<file path="src/rtl/timer_device_if.sv">
// Device-side bus of the countdown timer: word select, byte-enabled write, read data and IRQ.
// Handshake: no valid/ready; a write is presented with We=1 for one cycle and takes effect at the next rising edge.
interface timer_device_if;
    logic [1:0]  Addr;
    logic        We;
    logic [3:0]  BE;
    logic [31:0] WD;
    logic [31:0] RD;
    logic        IRQ;

    modport master (output Addr, We, BE, WD, input RD, IRQ);
    modport slave  (input Addr, We, BE, WD, output RD, IRQ);
endinterface

</file>
<file path="src/rtl/timer_device.sv">
// Memory-mapped countdown timer with CTRL/PRESET/COUNT registers and a masked IRQ.
// Optional TIMER_ACK_EN: Addr 3 reads irq_flag and a write of 1 there acknowledges it.
module timer_device #(
    parameter int unsigned DIV          = 1,
    parameter logic [31:0] RESET_PRESET = 32'h0
) (
    input  logic           clk,
    input  logic           reset,
    timer_device_if.slave  bus,
    output logic [1:0]     dbg_state
);

    typedef enum logic [1:0] {
        ST_IDLE = 2'd0,
        ST_LOAD = 2'd1,
        ST_CNT  = 2'd2,
        ST_INT  = 2'd3
    } state_t;

    localparam logic [15:0] DIV_LAST = 16'(DIV - 1);

    state_t      state_q, state_d;
    logic [3:0]  ctrl_q, ctrl_d;
    logic [31:0] preset_q, preset_d;
    logic [31:0] count_q, count_d;
    logic [15:0] presc_q, presc_d;
    logic        irq_q, irq_d;

    logic wr_ctrl;
    logic wr_preset;
    logic auto_mode;

    always_comb begin
        wr_ctrl   = bus.We && (bus.Addr == 2'd0);
        wr_preset = bus.We && (bus.Addr == 2'd1);
        auto_mode = (ctrl_q[2:1] == 2'b01);

        state_d  = state_q;
        ctrl_d   = ctrl_q;
        preset_d = preset_q;
        count_d  = count_q;
        presc_d  = presc_q;
        irq_d    = irq_q;

`ifdef TIMER_ACK_EN
        // Applied first so an INT-state set in the same cycle wins.
        if (bus.We && (bus.Addr == 2'd3) && bus.BE[0] && bus.WD[0])
            irq_d = 1'b0;
`endif

        case (state_q)
            ST_IDLE: begin
                if (ctrl_q[0])
                    state_d = ST_LOAD;
            end
            ST_LOAD: begin
                // Ends the single-cycle auto-reload pulse; a one-shot flag was already cleared by the enabling write.
                count_d = preset_q;
                presc_d = 16'd0;
                irq_d   = 1'b0;
                state_d = ST_CNT;
            end
            ST_CNT: begin
                if (!ctrl_q[0]) begin
                    state_d = ST_IDLE;
                end else if (count_q == 32'd0) begin
                    state_d = ST_INT;
                end else if (presc_q == DIV_LAST) begin
                    count_d = count_q - 32'd1;
                    presc_d = 16'd0;
                end else begin
                    presc_d = presc_q + 16'd1;
                end
            end
            ST_INT: begin
                irq_d = 1'b1;
                if (auto_mode) begin
                    state_d = ST_LOAD;
                end else begin
                    ctrl_d[0] = 1'b0;
                    state_d   = ST_IDLE;
                end
            end
            default: state_d = ST_IDLE;
        endcase

        // Software writes come last so they override the FSM's EN clear and flag set.
        if (wr_ctrl) begin
            if (bus.BE[0])
                ctrl_d = bus.WD[3:0];
            irq_d = 1'b0;
        end
        if (wr_preset) begin
            for (int i = 0; i < 4; i++) begin
                if (bus.BE[i])
                    preset_d[i*8 +: 8] = bus.WD[i*8 +: 8];
            end
            irq_d = 1'b0;
        end
    end

    always_ff @(posedge clk or posedge reset) begin
        if (reset) begin
            state_q  <= ST_IDLE;
            ctrl_q   <= 4'h0;
            preset_q <= RESET_PRESET;
            count_q  <= 32'h0;
            presc_q  <= 16'h0;
            irq_q    <= 1'b0;
        end else begin
            state_q  <= state_d;
            ctrl_q   <= ctrl_d;
            preset_q <= preset_d;
            count_q  <= count_d;
            presc_q  <= presc_d;
            irq_q    <= irq_d;
        end
    end

    always_comb begin
        case (bus.Addr)
            2'd0:    bus.RD = {28'h0, ctrl_q};
            2'd1:    bus.RD = preset_q;
            2'd2:    bus.RD = count_q;
`ifdef TIMER_ACK_EN
            default: bus.RD = {31'h0, irq_q};
`else
            default: bus.RD = 32'h0;
`endif
        endcase
    end

    assign bus.IRQ   = irq_q & ctrl_q[3];
    assign dbg_state = state_q;

endmodule

</file>
<file path="src/flat_wrapper.sv">
// flat-port wrapper written by rule: the top's interface ports become plain ports
module timer_device_flat 
#(
    parameter int unsigned DIV          = 1,
    parameter logic [31:0] RESET_PRESET = 32'h0
)
  (clk, reset, dbg_state, bus_Addr, bus_We, bus_BE, bus_WD, bus_RD, bus_IRQ);
  timer_device_if bus_i ();
  input  logic clk;
  input  logic reset;
  output logic [1:0] dbg_state;
  input wire logic [$bits(bus_i.Addr)-1:0] bus_Addr;
  input wire logic [$bits(bus_i.We)-1:0] bus_We;
  input wire logic [$bits(bus_i.BE)-1:0] bus_BE;
  input wire logic [$bits(bus_i.WD)-1:0] bus_WD;
  output wire logic [$bits(bus_i.RD)-1:0] bus_RD;
  output wire logic [$bits(bus_i.IRQ)-1:0] bus_IRQ;
  assign bus_i.Addr = bus_Addr;
  assign bus_i.We = bus_We;
  assign bus_i.BE = bus_BE;
  assign bus_i.WD = bus_WD;
  assign bus_RD = bus_i.RD;
  assign bus_IRQ = bus_i.IRQ;
  timer_device #(.DIV(DIV), .RESET_PRESET(RESET_PRESET)) u_core (.clk(clk), .reset(reset), .bus(bus_i), .dbg_state(dbg_state));
endmodule
</file>
<file path="config.mk">
export PLATFORM = sky130hd
export DESIGN_NAME = timer_device_flat
export DESIGN_NICKNAME = d
export VERILOG_FILES = /design/src/rtl/timer_device_if.sv /design/src/rtl/timer_device.sv /design/src/flat_wrapper.sv
export SDC_FILE = /design/constraint.sdc
export NUM_CORES = 1
export LEC_CHECK = 0
export ABC_AREA = 1
export CORE_MARGIN = 2
export CORE_UTILIZATION = 30
export CTS_BUF_LIST = sky130_fd_sc_hd__clkbuf_8
export CTS_CLUSTER_DIAMETER = 120
export DETAILED_ROUTE_END_ITERATION = 7
export PLACE_DENSITY_LB_ADDON = 0.3
export SLEW_MARGIN = 10
export SYNTH_ARGS = -nofsm -noshare
export SYNTH_HDL_FRONTEND = slang
export SYNTH_SLANG_ARGS = --single-unit
</file>
<file path="constraint.sdc">
create_clock -name clk -period 6.9 [get_ports clk]
set_clock_uncertainty 0.2 [all_clocks]
set_input_delay 0.69 -clock clk [delete_from_list [all_inputs] [get_ports clk]]
set_output_delay 0.69 -clock clk [all_outputs]
set_load 0.03 [all_outputs]
</file>
==> results of run 1 <==
==> path summary, 6_finish.rpt <==
kind / startpoint / end / slack [ns] / cells after the start
setup / recovery: bus_Addr[0] / bus_RD[25] / 2.62 / 4
hold / removal: u_core.preset_q[2]$_DFFE_PP0P_ / u_core.preset_q[2]$_DFFE_PP0P_ / 0.30 / 2
setup reg to reg: u_core.dbg_state[0]$_DFFE_PP0P_ / u_core.presc_q[7]$_DFFE_PP0P_ / 4.10 / 6
hold reg to reg: u_core.preset_q[2]$_DFFE_PP0P_ / u_core.preset_q[2]$_DFFE_PP0P_ / 0.30 / 2
max in group asynchronous: reset / u_core.count_q[16]$_DFFE_PP0P_ / 4.89 / 3
min in group asynchronous: reset / u_core.irq_q$_DFFE_PP0P_ / 0.55 / 2
==> Yosys cell counts (all sizes together) <==
library cell / n / area share, %
nor3: 5 / 0.46
buf: 17 / 1.8
inv: 100 / 6.9
nand2: 248 / 17
nand4: 14 / 1.7
clkbuf: 12 / 0.83
dfrtp: 87 / 40
o221ai: 2 / 0.32
clkinv: 1 / 0.069
or2: 2 / 0.23
nand3: 78 / 7.2
o211ai: 2 / 0.28
o21ai: 77 / 7.4
a21oi: 26 / 2.4
o22ai: 24 / 2.8
nand3b: 3 / 0.41
nor2: 103 / 7.4
ha: 8 / 1.8
mux2: 4 / 0.83
==> sequential cells by signal (all words and copies together) (netlist names) <==
| signal | flops |
|---|---|
| u_core.ctrl_q | 4 |
| u_core.dbg_state | 2 |
| u_core.presc_q | 16 |
| u_core.irq_q | 1 |
| u_core.preset_q | 32 |
| u_core.count_q | 32 |
==> layer usage <==
layer	track usage (%)	vias to the layer above
li1	-	2744
met1	22.0	2461
met2	27.7	91
met3	3.94	8
met4	2.82	0
met5	0	-
==> power by group <==
group	switching [uW]	internal (uW)	total (uW)
registers	148	663	811
logic	767	371	1140
clock network	191	221	412
==> cell usage in the layout, fill, tap and decap left out <==
cell type,synthesis,final
o211ai_1,2,2
nor2_1,99,98
inv_2,2,2
nor2_2,3,4
ha_2,0,1
clkinv_1,1,1
clkbuf_8,0,11
buf_4,0,3
nand4_2,1,1
nor2_4,1,1
clkinv_2,0,2
dfrtp_1,87,87
o21ai_2,4,4
o22ai_1,24,24
a21oi_1,26,26
nand2_2,1,1
nor3_1,5,5
inv_1,98,99
nand2_1,247,247
nand4_1,13,13
nand3_1,78,78
clkdlybuf4s50_1,0,75
mux2_2,4,4
or2_2,2,2
nand3b_1,3,3
o221ai_1,2,2
ha_1,8,7
o21ai_0,73,73
bufinv_16,0,2
==> cell type report <==
class                           count  area, um^2
Tap cell                          229         287
Inverter                          101         380
Clock inverter                      5        72.6
Multi-Input combinational cell    596        2740
Sequential cell                    87        2180
Fill cell                        1934       11300
Clock buffer                       11         151
Timing Repair Buffer               78         773
==> critical path: stages <==
cell and delay [ns]:
clkdlybuf4s50_1 0.63, nand2_1 0.74, o22ai_1 0.57, clkdlybuf4s50_1 0.75
==> stage by stage <==
step / cells / hold slack (ns)
after global routing: 1107 / 0.337
after CTS: 1107 / 0.301
after floorplan: 813 / 0.253
after detailed placement: 1091 / 0.282
final: 1107 / 0.299
after global placement: 1091 / 0.271
==> cells by family after synthesis <==
| family | synth area share, % |
|---|---|
| AND/OR/NAND/NOR | 34.6 |
| AO/OA/AOI/OAI | 13.1 |
| buffers and inverters | 9.64 |
| flip-flops | 40.0 |
| adder cells (fa/ha/maj) | 1.84 |
| multiplexers | 0.828 |
==> reports/qor.yml, run 1 <==
routing:
  wl_per_cell_um: 14.0
  vias: 5304
  drt_iter0_markers: 357
  dr_wl_met3_um: 679
  wl_met2_mm: 7.31
  drt-met1-wl_mm: 7.35
  ant_nets: 0
  topRoutingLayerUsed: "met4"
  vias_per_cell: 4.79
  first_pass_iters: 5
  drc: 0
  routed_wl_mm: 15.4
worst_hold_path:
  min_path_type: "reg2reg"
synthesis:
  seq_area_frac_synth_pct: 40.0
  ys_seq_elements: 87
  ys_warn_count: 0
  netlist_area_um2: 5440
  synth_area_per_cell_um2: 6.69
  syn_inst: 813
  synth.distinct_cells: 27
  synth_fp_nets: 862
cts:
  hold_buffers: 0
  clock-sinks: 87
  numCtsBuffers: 9
  clockRootBuffer: "clkbuf_8"
  htree_levels: 3
  clock_path_buffers: 2
  clock_latency_ns: 0.38
  post_cts_resized: 0
  cts_tree: "yes"
  postCtsSetupBuffers: 0
  clk_pin_slew_worst_paths_ns: 0.08
final_layout:
  diodes: 0
  post-route-util_pct: 36.8
  syn_to_final_growth_pct: 21.0
  drive_gt1_share_pct: 4.33
  final_nets: 922
  final_area_um2: 6580
global_routing:
  gr-total-overflow: 0
  grt_usage_pct: 16.5
  grt_antenna_before_repair: 0
  grt_pass1_wl_mm: 25.6
  grt_max_degree: 65
  grt_pass1_vias: 4991
timing:
  grt_setup_unrepaired: "no"
  fin_crit_sh_pct: 62.0
  setup_violations: 0
  setup_slack_ns: 2.62
  max_freq_mhz: 234
  finalHoldViolations: 0
  setup_tns_ns: 0
  finalCriticalPeriod_ns: 4.28
  drv_slew: 0
  slew_headroom_pct: 20.8
  worst_slew_pin_slew_ns: 1.19
placement:
  place.gp.congestion: 0.840
  dp_slack_ns: 2.67
  dp_hpwl_mm: 11.1
  portBuffers: 75
  place_area_um2: 6360
run_status:
  status: "finished, final reports clean"
die:
  core_um2: 17900
  dieArea_um2: 19200
  row_count: 49
  die_h_um: 139
  die_x_um: 139
  ios: 76
  start_util_pct: 30.4
power_and_ir_drop:
  powerDensity_nw_per_um2: 359
  total_power_uw: 2360
  max-vdd-ir-drop_uv: 212
  leakagePower_uw: 0.00305
setup_path:
  cp-end-kind: "primary output"
  cp.required_ns: 6.01
  critical_path_class: "in2out"
  worstPathArrival_ns: 3.39
  crit_path_start_kind: "input port"
  crit_fanout: 27
job:
  max-cap-violations: 0
Power figures use the tool's default switching activity.
==> run 2: changes to the inputs <==
==> constraint.sdc (replaced) <==
create_clock -name clk -period 4.3 [get_ports clk]
set_clock_uncertainty 0.2 [all_clocks]
set_input_delay 0.43 -clock clk [delete_from_list [all_inputs] [get_ports clk]]
set_output_delay 0.43 -clock clk [all_outputs]
set_load 0.03 [all_outputs]
==> run 2 against run 1 <==
Against the previous run: cell count is 0.36% higher; clock power up 45%; largest power group unchanged; register-to-register slack got worse by 2.3 ns; die area is the same.
==> reports/qor.yml, run 2 (same netlist as run 1, synthesis figures left out) <==
run_status:
  status: "finished, final reports clean"
die:
  row_count: 49
  core_um2: 17900
  die_h_um: 139
  start_util_pct: 30.4
  die_x_um: 139
  dieArea_um2: 19200
  ios: 76
setup_path:
  startpoint: "bus_Addr[0]"
  cp_num_buf_inv: 3
  crit_path_start_kind: "input port"
  crit_fanout: 17
  slowest_delay_ns: 0.70
  critical-path-slowest-cell: "clkdlybuf4s50_1"
  critical_path_class: "in2out"
  cp_top_family: "buffers and inverters"
  worstPathArrival_ns: 2.90
  cp-end-kind: "primary output"
  cp.required_ns: 3.67
  crit_top_cell: "clkdlybuf4s50_1"
  timing.rr.start: "u_core.count_q[0]$_DFFE_PP0P_"
  cp_cell_sequence: "clkdlybuf4s50_1 -> nand2_1 -> buf_4 -> o22ai_1 -> clkdlybuf4s50_1"
final_layout:
  syn_to_final_growth_pct: 21.1
  drive_gt1_share_pct: 4.99
  n_fill_cell: 1930
  final_common_cell: "nand2_1"
  final_nets: 926
  seqCellArea_um2: 2180
  reg_top3: "u_core.count_q (32), u_core.preset_q (32), u_core.presc_q (16)"
  multiInputGateArea_um2: 2740
  diodes: 0
  final_cell_mix: "247 x nand2_1, 98 x nor2_1, 97 x inv_1"
placement:
  place.gp.congestion: 0.835
  dp_hpwl_mm: 11.5
  portBuffers: 75
timing:
  drv_slew: 0
  finalHoldViolations: 0
  max_freq_mhz: 283
  fin_crit_sh_pct: 82.1
  worst_slew_pin_slew_ns: 0.792
  grt_setup_unrepaired: "no"
  setup_tns_ns: 0
  finalCriticalPeriod_ns: 3.53
  slew_headroom_pct: 47.0
  setup_violations: 0
routing:
  vias_per_cell: 4.73
  first_pass_iters: 5
  wl_per_cell_um: 14.1
  routed_wl_mm: 15.7
  vias: 5258
  drc: 0
  ant_nets: 0
  drt_iter0_markers: 318
power_and_ir_drop:
  leakagePower_uw: 0.00304
  powerDensity_nw_per_um2: 571
  max-vdd-ir-drop_uv: 331
  total_power_uw: 3760
global_routing:
  grt_pass1_vias: 5012
  grt_antenna_before_repair: 0
  gr-total-overflow: 0
  grt_pass1_wl_mm: 26.0
  grt_max_degree: 49
  grt_usage_pct: 16.7
cts:
  clockRootBuffer: "clkbuf_8"
  post_cts_resized: 0
  hold_buffers: 0
  clk_pin_slew_worst_paths_ns: 0.09
  cts_tree: "yes"
  clock_path_buffers: 2
  numCtsBuffers: 9
  clock-sinks: 87
  clock_latency_ns: 0.38
  postCtsSetupBuffers: 0
  htree_levels: 3
worst_hold_path:
  min_path_type: "in2async"
job:
  max-cap-violations: 0
## run 2: final timing paths
check                                                   to  slack [ns]  cells after the start
setup / recovery                                bus_RD[22]        0.77                      5
hold / removal               u_core.presc_q[4]$_DFFE_PP0P_        0.12                      2
setup reg to reg            u_core.count_q[13]$_DFFE_PP0P_        1.80                     12
hold reg to reg             u_core.preset_q[2]$_DFFE_PP0P_        0.29                      2
max in group asynchronous  u_core.preset_q[17]$_DFFE_PP0P_        3.00                      3
min in group clk            u_core.preset_q[2]$_DFFE_PP0P_        0.29                      2
## run 2: through the flow
step / utilization, % / cell area, um^2 / instances / hold slack [ns] / setup WS [ns]
3_3_place_gp: 35.7 / 6390 / 1095 / 0.268 / 0.846
5_1_grt: 36.8 / 6590 / 1111 / 0.146 / 0.588
3_5_place_dp: 35.7 / 6390 / 1095 / 0.278 / 0.770
2_1_floorplan: - / 5440 / 813 / 0.253 / 1.42
6_report: 36.8 / 6590 / 1111 / 0.123 / 0.772
4_1_cts: 36.8 / 6590 / 1111 / 0.123 / 0.765
## run 2: per-layer routing
metal  global-route usage, %  wire length (um)  up-vias
met3                    3.45               744       21
met2                    27.2              7210      122
met5                       0                 0        -
met1                    22.8              7480     2371
li1                        -                 -     2744
met4                    4.78               246        0
## run 2: cell type report
class	instances	share of cell area, %
repair buffers	82	12.2
flip-flops and latches	87	33.0
inverters	101	5.77
well taps	229	4.35
multi-input cells	596	41.6
clock inverters	6	0.912
clock buffers	10	2.09
## run 2: power by group
group / internal (uW) / switching (uW)
registers: 1060 / 238
clock network: 281 / 316
logic: 614 / 1250
